--- config.mk ---
export PLATFORM = sky130hd
export DESIGN_NAME = debug_frame_collector_flat
export DESIGN_NICKNAME = d
export VERILOG_FILES = /design/src/rtl/debug_frame_collector_if.sv /design/src/rtl/debug_frame_collector.sv /design/src/flat_wrapper.sv
export SDC_FILE = /design/constraint.sdc
export NUM_CORES = 1
export LEC_CHECK = 0
export ABC_AREA = 1
export BUFFER_PORTS_ARGS = -buffer_cell sky130_fd_sc_hd__buf_2
export CELL_PAD_IN_SITES_DETAIL_PLACEMENT = 1
export CELL_PAD_IN_SITES_GLOBAL_PLACEMENT = 2
export CORE_UTILIZATION = 42
export CTS_CLUSTER_DIAMETER = 80
export DETAILED_ROUTE_END_ITERATION = 8
export GPL_ROUTABILITY_DRIVEN = 0
export PLACE_DENSITY_LB_ADDON = 0.1
export SYNTH_ARGS = -nofsm -noshare
export SYNTH_HDL_FRONTEND = slang
export SYNTH_SLANG_ARGS = --single-unit
--- constraint.sdc ---
create_clock -name i_clock -period 7.67 [get_ports i_clock]
set_input_delay 1.534 -clock i_clock [delete_from_list [all_inputs] [get_ports i_clock]]
set_output_delay 1.534 -clock i_clock [all_outputs]
set_load 0.01 [all_outputs]
--- src/rtl/debug_frame_collector_if.sv ---
// Bus bundle between the debug frame collector and its surroundings:
// command-path request handshake, latch-controller select/frame bus,
// UART TX byte handshake and the collector status outputs.
interface debug_frame_collector_if #(
    parameter int NB_CONTROL_FRAME = 32,
    parameter int NB_BYTE          = 8,
    parameter int NB_REQUEST       = 6
);
    logic                        i_request_valid;
    logic [NB_REQUEST-1:0]       i_request_id;
    logic                        o_request_ready;
    logic [NB_REQUEST-1:0]       o_request_select;
    logic [NB_CONTROL_FRAME-1:0] i_frame_from_control;
    logic                        i_writing;
    logic [NB_BYTE-1:0]          o_tx_data;
    logic                        o_tx_start;
    logic                        i_tx_done;
    logic                        o_busy;
    logic                        o_done;
    logic                        o_timeout;
    logic                        o_overflow;
    logic [3:0]                  o_frame_count;

    // Collector side
    modport master (
        input  i_request_valid, i_request_id, i_frame_from_control, i_writing, i_tx_done,
        output o_request_ready, o_request_select, o_tx_data, o_tx_start,
               o_busy, o_done, o_timeout, o_overflow, o_frame_count
    );

    // Environment side (command path, latch controllers, UART TX)
    modport slave (
        output i_request_valid, i_request_id, i_frame_from_control, i_writing, i_tx_done,
        input  o_request_ready, o_request_select, o_tx_data, o_tx_start,
               o_busy, o_done, o_timeout, o_overflow, o_frame_count
    );
endinterface

--- src/rtl/debug_frame_collector.sv ---
// Host-side end of the debug control frame link. Selects one latch
// controller, captures the burst of frames it streams while writing,
// then serializes them MSB-byte-first to the UART transmitter.
module debug_frame_collector #(
    parameter int                    NB_CONTROL_FRAME = 32,
    parameter int                    NB_BYTE          = 8,
    parameter int                    NB_REQUEST       = 6,
    parameter logic [NB_REQUEST-1:0] IDLE_SELECT      = 6'b1111_11,
    parameter int                    MAX_FRAMES       = 4,
    parameter int                    NB_TIMEOUT       = 8,
    parameter int                    TIMEOUT_MAX      = 255
) (
    input logic                     i_clock,
    input logic                     i_reset,
    debug_frame_collector_if.master bus
);

    localparam int BYTES_PER_FRAME = NB_CONTROL_FRAME / NB_BYTE;

    localparam logic [7:0]            LAST_BYTE    = 8'(BYTES_PER_FRAME - 1);
    localparam logic [3:0]            MAX_COUNT    = 4'(MAX_FRAMES);
    localparam logic [NB_TIMEOUT-1:0] TIMEOUT_LAST = NB_TIMEOUT'(TIMEOUT_MAX - 1);

    localparam logic [1:0] ST_IDLE    = 2'd0;
    localparam logic [1:0] ST_SELECT  = 2'd1;
    localparam logic [1:0] ST_CAPTURE = 2'd2;
    localparam logic [1:0] ST_SEND    = 2'd3;

    // Buffer is sized for the largest legal depth so a 3-bit index always fits.
    logic [NB_CONTROL_FRAME-1:0] buffer [8];

    logic [1:0]            state;
    logic [NB_REQUEST-1:0] select_q;
    logic [NB_BYTE-1:0]    tx_data_q;
    logic                  tx_start_q;
    logic                  done_q;
    logic                  timeout_q;
    logic                  overflow_q;
    logic [3:0]            frame_count_q;
    logic [NB_TIMEOUT-1:0] timeout_cnt;
    logic [7:0]            byte_idx;
    logic [3:0]            frame_idx;
    logic                  waiting;

    logic                  capture_en;
    logic                  last_byte;
    logic                  last_frame;
    logic [7:0]            nxt_byte_idx;
    logic [3:0]            nxt_frame_idx;
    logic [NB_BYTE-1:0]    cur_byte;
    logic [NB_BYTE-1:0]    nxt_byte;

    // Byte idx of a frame counted from the MSB end.
    function automatic logic [NB_BYTE-1:0] select_byte(
        input logic [NB_CONTROL_FRAME-1:0] frame,
        input logic [7:0]                  idx
    );
        logic [NB_CONTROL_FRAME-1:0] shifted;
        shifted = frame << (int'(idx) * NB_BYTE);
        return shifted[NB_CONTROL_FRAME-1 -: NB_BYTE];
    endfunction

    assign bus.o_request_ready  = (state == ST_IDLE);
    assign bus.o_busy           = (state != ST_IDLE);
    assign bus.o_request_select = select_q;
    assign bus.o_tx_data        = tx_data_q;
    assign bus.o_tx_start       = tx_start_q;
    assign bus.o_done           = done_q;
    assign bus.o_timeout        = timeout_q;
    assign bus.o_overflow       = overflow_q;
    assign bus.o_frame_count    = frame_count_q;

    // A frame is stored on the first writing cycle and on later ones while room remains.
    assign capture_en = bus.i_writing &&
                        ((state == ST_SELECT) ||
                         ((state == ST_CAPTURE) && (frame_count_q != MAX_COUNT)));

    // Current and following byte positions of the serializer.
    always_comb begin
        last_byte     = (byte_idx == LAST_BYTE);
        last_frame    = ((frame_idx + 4'd1) == frame_count_q);
        nxt_byte_idx  = last_byte ? 8'd0 : byte_idx + 8'd1;
        nxt_frame_idx = last_byte ? frame_idx + 4'd1 : frame_idx;
        cur_byte      = select_byte(buffer[frame_idx[2:0]], byte_idx);
        nxt_byte      = select_byte(buffer[nxt_frame_idx[2:0]], nxt_byte_idx);
    end

    // Frame storage; contents are don't-care after reset so it carries none.
    always_ff @(posedge i_clock) begin
        if (capture_en) begin
            buffer[frame_count_q[2:0]] <= bus.i_frame_from_control;
        end
    end

    // Transaction FSM: select, capture, serialize; status pulses default low.
    always_ff @(posedge i_clock or posedge i_reset) begin
        if (i_reset) begin
            state         <= ST_IDLE;
            select_q      <= IDLE_SELECT;
            tx_data_q     <= '0;
            tx_start_q    <= 1'b0;
            done_q        <= 1'b0;
            timeout_q     <= 1'b0;
            overflow_q    <= 1'b0;
            frame_count_q <= '0;
            timeout_cnt   <= '0;
            byte_idx      <= '0;
            frame_idx     <= '0;
            waiting       <= 1'b0;
        end else begin
            tx_start_q <= 1'b0;
            done_q     <= 1'b0;
            timeout_q  <= 1'b0;
            case (state)
                ST_IDLE: begin
                    if (bus.i_request_valid) begin
                        select_q      <= bus.i_request_id;
                        frame_count_q <= '0;
                        timeout_cnt   <= '0;
                        overflow_q    <= 1'b0;
                        state         <= ST_SELECT;
                    end
                end
                ST_SELECT: begin
                    if (bus.i_writing) begin
                        frame_count_q <= 4'd1;
                        state         <= ST_CAPTURE;
                    end else if (timeout_cnt == TIMEOUT_LAST) begin
                        timeout_cnt <= timeout_cnt + 1'b1;
                        timeout_q   <= 1'b1;
                        select_q    <= IDLE_SELECT;
                        state       <= ST_IDLE;
                    end else begin
                        timeout_cnt <= timeout_cnt + 1'b1;
                    end
                end
                ST_CAPTURE: begin
                    if (bus.i_writing) begin
                        if (frame_count_q == MAX_COUNT) begin
                            overflow_q <= 1'b1;
                        end else begin
                            frame_count_q <= frame_count_q + 4'd1;
                        end
                    end else begin
                        // Releasing select here guarantees an idle gap before the next request.
                        select_q  <= IDLE_SELECT;
                        byte_idx  <= '0;
                        frame_idx <= '0;
                        waiting   <= 1'b0;
                        state     <= ST_SEND;
                    end
                end
                ST_SEND: begin
                    if (!waiting) begin
                        tx_data_q  <= cur_byte;
                        tx_start_q <= 1'b1;
                        waiting    <= 1'b1;
                    end else if (bus.i_tx_done) begin
                        if (last_byte && last_frame) begin
                            waiting <= 1'b0;
                            done_q  <= 1'b1;
                            state   <= ST_IDLE;
                        end else begin
                            // Next byte starts in the cycle right after the done pulse.
                            byte_idx   <= nxt_byte_idx;
                            frame_idx  <= nxt_frame_idx;
                            tx_data_q  <= nxt_byte;
                            tx_start_q <= 1'b1;
                        end
                    end
                end
                default: state <= ST_IDLE;
            endcase
        end
    end

endmodule

--- src/flat_wrapper.sv ---
// flat-port wrapper written by rule: the top's interface ports become plain ports
module debug_frame_collector_flat 
#(
    parameter int                    NB_CONTROL_FRAME = 32,
    parameter int                    NB_BYTE          = 8,
    parameter int                    NB_REQUEST       = 6,
    parameter logic [NB_REQUEST-1:0] IDLE_SELECT      = 6'b1111_11,
    parameter int                    MAX_FRAMES       = 4,
    parameter int                    NB_TIMEOUT       = 8,
    parameter int                    TIMEOUT_MAX      = 255
)
  (i_clock, i_reset, bus_i_request_valid, bus_i_request_id, bus_i_frame_from_control, bus_i_writing, bus_i_tx_done, bus_o_request_ready, bus_o_request_select, bus_o_tx_data, bus_o_tx_start, bus_o_busy, bus_o_done, bus_o_timeout, bus_o_overflow, bus_o_frame_count);
  debug_frame_collector_if #(.NB_CONTROL_FRAME(NB_CONTROL_FRAME), .NB_BYTE(NB_BYTE), .NB_REQUEST(NB_REQUEST)) bus_i ();
  input logic i_clock;
  input logic i_reset;
  input wire logic [$bits(bus_i.i_request_valid)-1:0] bus_i_request_valid;
  input wire logic [$bits(bus_i.i_request_id)-1:0] bus_i_request_id;
  input wire logic [$bits(bus_i.i_frame_from_control)-1:0] bus_i_frame_from_control;
  input wire logic [$bits(bus_i.i_writing)-1:0] bus_i_writing;
  input wire logic [$bits(bus_i.i_tx_done)-1:0] bus_i_tx_done;
  output wire logic [$bits(bus_i.o_request_ready)-1:0] bus_o_request_ready;
  output wire logic [$bits(bus_i.o_request_select)-1:0] bus_o_request_select;
  output wire logic [$bits(bus_i.o_tx_data)-1:0] bus_o_tx_data;
  output wire logic [$bits(bus_i.o_tx_start)-1:0] bus_o_tx_start;
  output wire logic [$bits(bus_i.o_busy)-1:0] bus_o_busy;
  output wire logic [$bits(bus_i.o_done)-1:0] bus_o_done;
  output wire logic [$bits(bus_i.o_timeout)-1:0] bus_o_timeout;
  output wire logic [$bits(bus_i.o_overflow)-1:0] bus_o_overflow;
  output wire logic [$bits(bus_i.o_frame_count)-1:0] bus_o_frame_count;
  assign bus_i.i_request_valid = bus_i_request_valid;
  assign bus_i.i_request_id = bus_i_request_id;
  assign bus_i.i_frame_from_control = bus_i_frame_from_control;
  assign bus_i.i_writing = bus_i_writing;
  assign bus_i.i_tx_done = bus_i_tx_done;
  assign bus_o_request_ready = bus_i.o_request_ready;
  assign bus_o_request_select = bus_i.o_request_select;
  assign bus_o_tx_data = bus_i.o_tx_data;
  assign bus_o_tx_start = bus_i.o_tx_start;
  assign bus_o_busy = bus_i.o_busy;
  assign bus_o_done = bus_i.o_done;
  assign bus_o_timeout = bus_i.o_timeout;
  assign bus_o_overflow = bus_i.o_overflow;
  assign bus_o_frame_count = bus_i.o_frame_count;
  debug_frame_collector #(.NB_CONTROL_FRAME(NB_CONTROL_FRAME), .NB_BYTE(NB_BYTE), .NB_REQUEST(NB_REQUEST), .IDLE_SELECT(IDLE_SELECT), .MAX_FRAMES(MAX_FRAMES), .NB_TIMEOUT(NB_TIMEOUT), .TIMEOUT_MAX(TIMEOUT_MAX)) u_core (.i_clock(i_clock), .i_reset(i_reset), .bus(bus_i));
endmodule
# Yosys cells after proc, flatten, opt, wreduce, memory -nomap -nowiden
# Memories as Yosys holds them, arrays and structs flattened.
# Cells that the tools add are included.
# Widths: inputs -> output; s select.
totals:
  ff_bits: 45
  ramBits: 256
  in_bits: 43
  output_inout_bits: 24
  elab_cells: 120
  n_memories: 1
classes:
  n_addsub: 4
  eq_ne: 24
  shifts: 2
  mux: 57
  n_reduce_logical: 19
mem_list:
  columns: ["memory", "depth", "width", "rd", "rd_ports_with_merged_regs", "write_ports", "line_no", "text"]
  rows:
  - ["u_core.buffer", 8, 32, 2, 0, 1, "debug_frame_collector.sv:30", "logic [NB_CONTROL_FRAME-1:0] buffer [8];"]
op_table:
  columns: ["cell", "count"]
  rows:
  - ["$mux 8", 10]
  - ["$shl 32x11->32", 2]
  - ["$mux 4", 9]
  - ["$pmux 8 s2", 2]
  - ["$mux 6", 4]
  - ["$ne 2x2->1 const B", 12]
  - ["$mux 1", 19]
  - ["$pmux 6 s3", 1]
  - ["$add 8x1->8 const B", 2]
  - ["$reduce_and 5->1", 3]
  - ["$mux 2", 7]
  - ["$pmux 4 s3", 1]
  - ["$reduce_and 6->1", 2]
  - ["$add 4x1->4 const B", 2]
  - ["$eq 8x2->1 const B", 1]
  - ["$eq 8x8->1 const B", 1]
  - ["$pmux 2 s4", 1]
  - ["$pmux 4 s2", 1]
  - ["$reduce_bool 2->1", 4]
  - ["$ne 2x1->1 const B", 3]
  - ["$reduce_and 3->1", 2]
  - ["$eq 2x2->1 const B", 2]
  - ["$eq 4x3->1 const B", 1]
  - ["$eq 4x4->1", 1]
  - ["10 further kinds", 13]

# Depth between registers and ports, before layout
logic_depth:
  depth_word: 7
  mapped_depth: 15
  ltp_nobuf: 14

# Worst setup path after synthesis
# No wires, ideal clock.
synth_timing:
  kind: "input to register"
  start: "input bus_i_writing"
  end: "memory u_core.buffer[6][0] (enable)"
  setup_time_ps: 461
  arrival_ps: 4090
  required_ps: 7209
  slack_ps: 3119
  cell_stages: 6
  n_path_buf: 0
  cell_sequence: "nand2_1 -> inv_1 -> a21oi_1 -> inv_1 -> nand2_1 -> nor3_1"
synth_between:
  elab_chain_len: 3
synth_rtl:
  columns: ["element", "line_no", "text"]
  rows:
  - ["from (decl)", "flat_wrapper.sv:19", "input wire logic [$bits(bus_i.i_writing)-1:0] bus_i_writing;"]
  - ["$logic_and 1x1->1", "debug_frame_collector.sv:74", "assign capture_en = bus.i_writing &&"]
  - ["$mux 1", "debug_frame_collector.sv:90", "if (capture_en) begin"]
  - ["$mux 1 (not written as such)", "debug_frame_collector.sv:91", "buffer[frame_count_q[2:0]] <= bus.i_frame_from_control;"]
  - ["to (decl)", "debug_frame_collector.sv:30", null]
# No other way between the ends.

# Worst setup path after layout
layout_timing:
  start: "register u_core.frame_idx[0]"
  end: "register u_core.tx_data_q[5], in the netlist u_core.bus.o_tx_data[5]"
layout_between:
  elab_chain_len: 7
  word_cells_on_any_way: 12
  classes_between: "add/sub (1); eq/ne (2); shift (2); mux (4); reduce/logical (2); memory (1)"
layout_rtl:
  columns: ["element", "line_no", "text"]
  rows:
  - ["from (decl)", "debug_frame_collector.sv:42", "logic [3:0] frame_idx;"]
  - ["from (signal assigned)", "debug_frame_collector.sv:166", "frame_idx <= nxt_frame_idx;"]
  - ["$add 4x1->4", "debug_frame_collector.sv:81, debug_frame_collector.sv:83", null]
  - ["$mux 4", "debug_frame_collector.sv:83", "nxt_frame_idx = last_byte ? frame_idx + 4'd1 : frame_idx;"]
  - ["$mem_v2 8x32", null, null]
  - ["$shl 32x11->32", "debug_frame_collector.sv:59", "shifted = frame << (int'(idx) * NB_BYTE);"]
  - ["$mux 8", "debug_frame_collector.sv:159", "if (last_byte && last_frame) begin"]
  - ["$mux 8", "debug_frame_collector.sv:158", "end else if (bus.i_tx_done) begin"]
  - ["$mux 8", "debug_frame_collector.sv:154", "if (!waiting) begin"]
  - ["to (signal assigned)", "debug_frame_collector.sv:155", "tx_data_q <= cur_byte;"]
  - ["to (signal assigned)", "debug_frame_collector.sv:167", "tx_data_q <= nxt_byte;"]
  - ["to (decl)", "debug_frame_collector.sv:34", "logic [NB_BYTE-1:0] tx_data_q;"]
# Parallel ways exist; a longest one is shown, timed or not. The select of a mux whose other input is x is not followed.
# A chain may end at the register's enable or synchronous reset.

==> results by group <==
Layout
  • Fin nets: 1892
  • Commonest cells after routing, fill and taps aside: nand3_1, nand2_1, edfxtp_1
  • Fin util: 0.4722
  • Share of cells above drive strength 1: 0.09914
  • Synth-to-Final Area Change: 10.99%
  • Commonest non-fill, non-tap cell in the layout: nand3_1
  • Antenna Cells: 0

Clock network
  • Cts repair resizes: 0
  • Clk_lat worst skew: 550 ps
  • CTS tree: yes
  • Clock transition at path regs: 60 ps
  • Root buffer cell: clkbuf_16
  • TritonCTS Buffers: 36
  • H-tree levels: 2
  • # Post-CTS Setup Buffers: 0
  • Clk buf depth: 3
  • CTS Sinks: 301
  • Hold-fix buffers at CTS: 0

Synthesis
  • Syn_nets: 1874
  • Synth warn: 0
  • Mapped cell area: 0.01595 mm²
  • Syn Inst Count: 1821
  • Synth unique cells: 42
  • Most area-consuming cells after synthesis: edfxtp_1, nand3_1, nand2_1
  • Async SR Flop Fraction: 0.1495
  • Sequential-to-total area share from yosys stat: 0.5530
  • Flops & latches, synth: 301
  • Post-synth EDFFs: 256
  • Share of the synthesized area in the top cell type: 0.4820
  • Cell taking the most area after synthesis: edfxtp_1
  • Syn_area_per_cell: 8.759 µm²
  • Post-synth top flop: edfxtp_1

Worst setup path
  • Reg2Reg Depth: 12
  • Crit path capture type: register
  • RR Startpoint: u_core.frame_idx[0]
  • Worst EP required: 8140 ps
  • Reg-to-reg slack, setup: 3360 ps
  • Critical Path Source Type: register
  • Crit path capture: u_core.bus.o_tx_data[5]
  • Worst EP arrival: 4780 ps
  • Reg2reg end: u_core.bus.o_tx_data[5]
  • Critical path class: reg2reg
  • CP max FO: 73
  • CP Launch Point: u_core.frame_idx[0]

Timing
  • Final clock skew: 12.52 ps
  • RSZ-0062 raised after global routing: no
  • Slew @ Worst Pin: 1014 ps
  • Setup TNS: 0 ps
  • Hold Vio Cnt, Final: 0
  • Slew Limit Headroom: 0.3179
  • Fin crit share: 0.5614
  • Final Slew Violations: 0
  • FMAX: 0.2322 GHz
  • Final Setup Violations: 0
  • Minimum clock period: 4306 ps

Status
  • Run status: completed

Power and ir drop
  • Comb pwr share: 0.282
  • Total Power: 5094 µW
  • Int Pwr: 3276 µW
  • Sw frac: 0.3569
  • Flop pwr share: 0.403
  • P_sw: 1818 µW
  • Leakage dissipation: 0.007213 µW
  • Max VDD drop: 173.8 µV
  • Pwr Density: 287.7 mW/mm²
  • Clk pwr share: 0.314

Floorplan
  • Initial Util: 0.4255
  • Core area: 0.03749 mm²
  • Die area: 0.03876 mm²
  • Die Wd: 196.9 µm
  • Ports: 67
  • DIE HEIGHT: 196.9 µm
  • Rows: 71

GRT
  • First-pass GRT wire length: 84290 µm
  • Vias in the first global route: 14060
  • Pin count of the biggest net entering global routing: 76
  • GRT overflow: 0
  • Initial antenna violation count: 0
  • Tot GR Track Use: 0.2904

Routing
  • Drt pass-1 iters: 7
  • DRT Wirelength: 55710 µm
  • Post-route ant nets: 0
  • DRC violations left: 0
  • Initial drt markers: 890
  • Total number of vias: 13460
  • Vias per cell: 5.663
  • Drt wl/cell: 23.44 µm

Run
  • Max-Cap Viols: 0

Hold path
  • Hold Path Class: reg2reg

Placed design
  • PortBufs: 66
  • Post-DP HPWL: 31710 µm
## power by group through the flow
stage,Sequential (µW),Clock [µW],Combinational [µW]
finish,2050,1600,1440
global route,2070,1680,1580
CTS,2060,1640,1440
detailed placement,2090,0,1430
global placement,2080,0,1410
floorplan,2060,0,907
## flip-flops by register name, summed over array words and instances (netlist names), named ones only
name	count
u_core.bus.o_tx_start	1
u_core.bus.o_frame_count	4
u_core.bus.o_overflow	1
u_core.byte_idx	8
u_core.frame_idx	4
u_core.waiting	1
u_core.bus.o_tx_data	8
u_core.bus.o_done	1
u_core.state	1
u_core.bus.o_request_select	6
u_core.buffer	256
u_core.bus.o_timeout	1
u_core.timeout_cnt	8
## worst max-delay path, cell delays in order (launching register included)
cell and delay [ps]:
dfrtp_4 880, buf_4 810, o21ai_4 140, nand2_4 590, buf_4 670, nand2_1 100, nand3_1 120, nand2_1 60
nand2_1 60, nand3_1 230, nand3_1 160, nand3_1 100, a21oi_1 160
## cells in the mapped netlist (2+ instances only)
cell type / number
nand3_1: 370
nand2_1: 369
edfxtp_1: 256
inv_1: 251
o21ai_0: 119
a21oi_1: 77
nor2_1: 76
buf_2: 57
o211ai_1: 41
dfrtp_1: 39
clkbuf_1: 28
nand4_1: 21
o22ai_1: 19
buf_4: 13
ha_1: 10
buf_1: 8
buf_6: 8
xor2_1: 8
dfstp_2: 6
nand2_2: 6
a31o_2: 4
inv_2: 4
nand3b_1: 4
clkinv_1: 3
nor3_1: 3
nor2_2: 2
nor3b_1: 2
o21ai_2: 2
or2_1: 2
## layer usage
| metal | track usage | vias to the layer above | share of wire |
|---|---|---|---|
| met4 | 0.08642 | 0 | 0.021 |
| li1 | - | 6217 | - |
| met3 | 0.04175 | 80 | 0.056 |
| met2 | 0.4850 | 367 | 0.48 |
| met1 | 0.3912 | 6796 | 0.44 |
| met5 | 0 | - | 0 |
## final cells by class
type | instances | area, µm²
timing repair buffer | 94 | 540.5
fill | 4448 | 19790
tap | 511 | 639.4
sequential | 301 | 8830
inverter | 258 | 968.4
clock inverter | 12 | 65.06
multi-input combinational | 1148 | 5654
clock buffer | 53 | 1006
## through the flow
step           instances  hold WS [ps]  worst slack (ps)  instance area (µm²)
3_5_place_dp        2312         485.5              3414                16630
5_1_grt             2377         505.1              3097                17700
6_report            2377         491.3              3364                17700
3_3_place_gp        2312         473.4              3494                16630
2_1_floorplan       1821         492.8              3119                15950
4_1_cts             2377         495.1              3413                17700
## cells by family (layout without fill, tap and decap cells)
family / count (synthesis) / in the layout / synth area share
AOI/OAI and AO/OA: 270 / 270 / 0.09594
xor gates and xnor gates: 9 / 9 / 0.004942
adders and majority gates: 10 / 10 / 0.007844
buffers and inverters: 372 / 417 / 0.09884
DFF: 301 / 301 / 0.5530
and+or+nand+nor: 859 / 859 / 0.2394
## how the worst min path moves through the flow
stage,startpoint,end,slack [ps],cells after the start
after floorplan,u_core.frame_idx[3],u_core.frame_idx[3],490,2
after global placement,u_core.bus.o_overflow,u_core.bus.o_overflow,470,1
after CTS,u_core.bus.o_request_select[1],u_core.bus.o_request_select[1],500,2
after detailed placement,u_core.bus.o_request_select[1],u_core.bus.o_request_select[1],490,2
final,u_core.bus.o_request_select[1],u_core.bus.o_request_select[1],490,2
after global routing,u_core.bus.o_request_select[3],u_core.bus.o_request_select[3],510,2
Note: power is estimated with default switching activity, not from simulation.
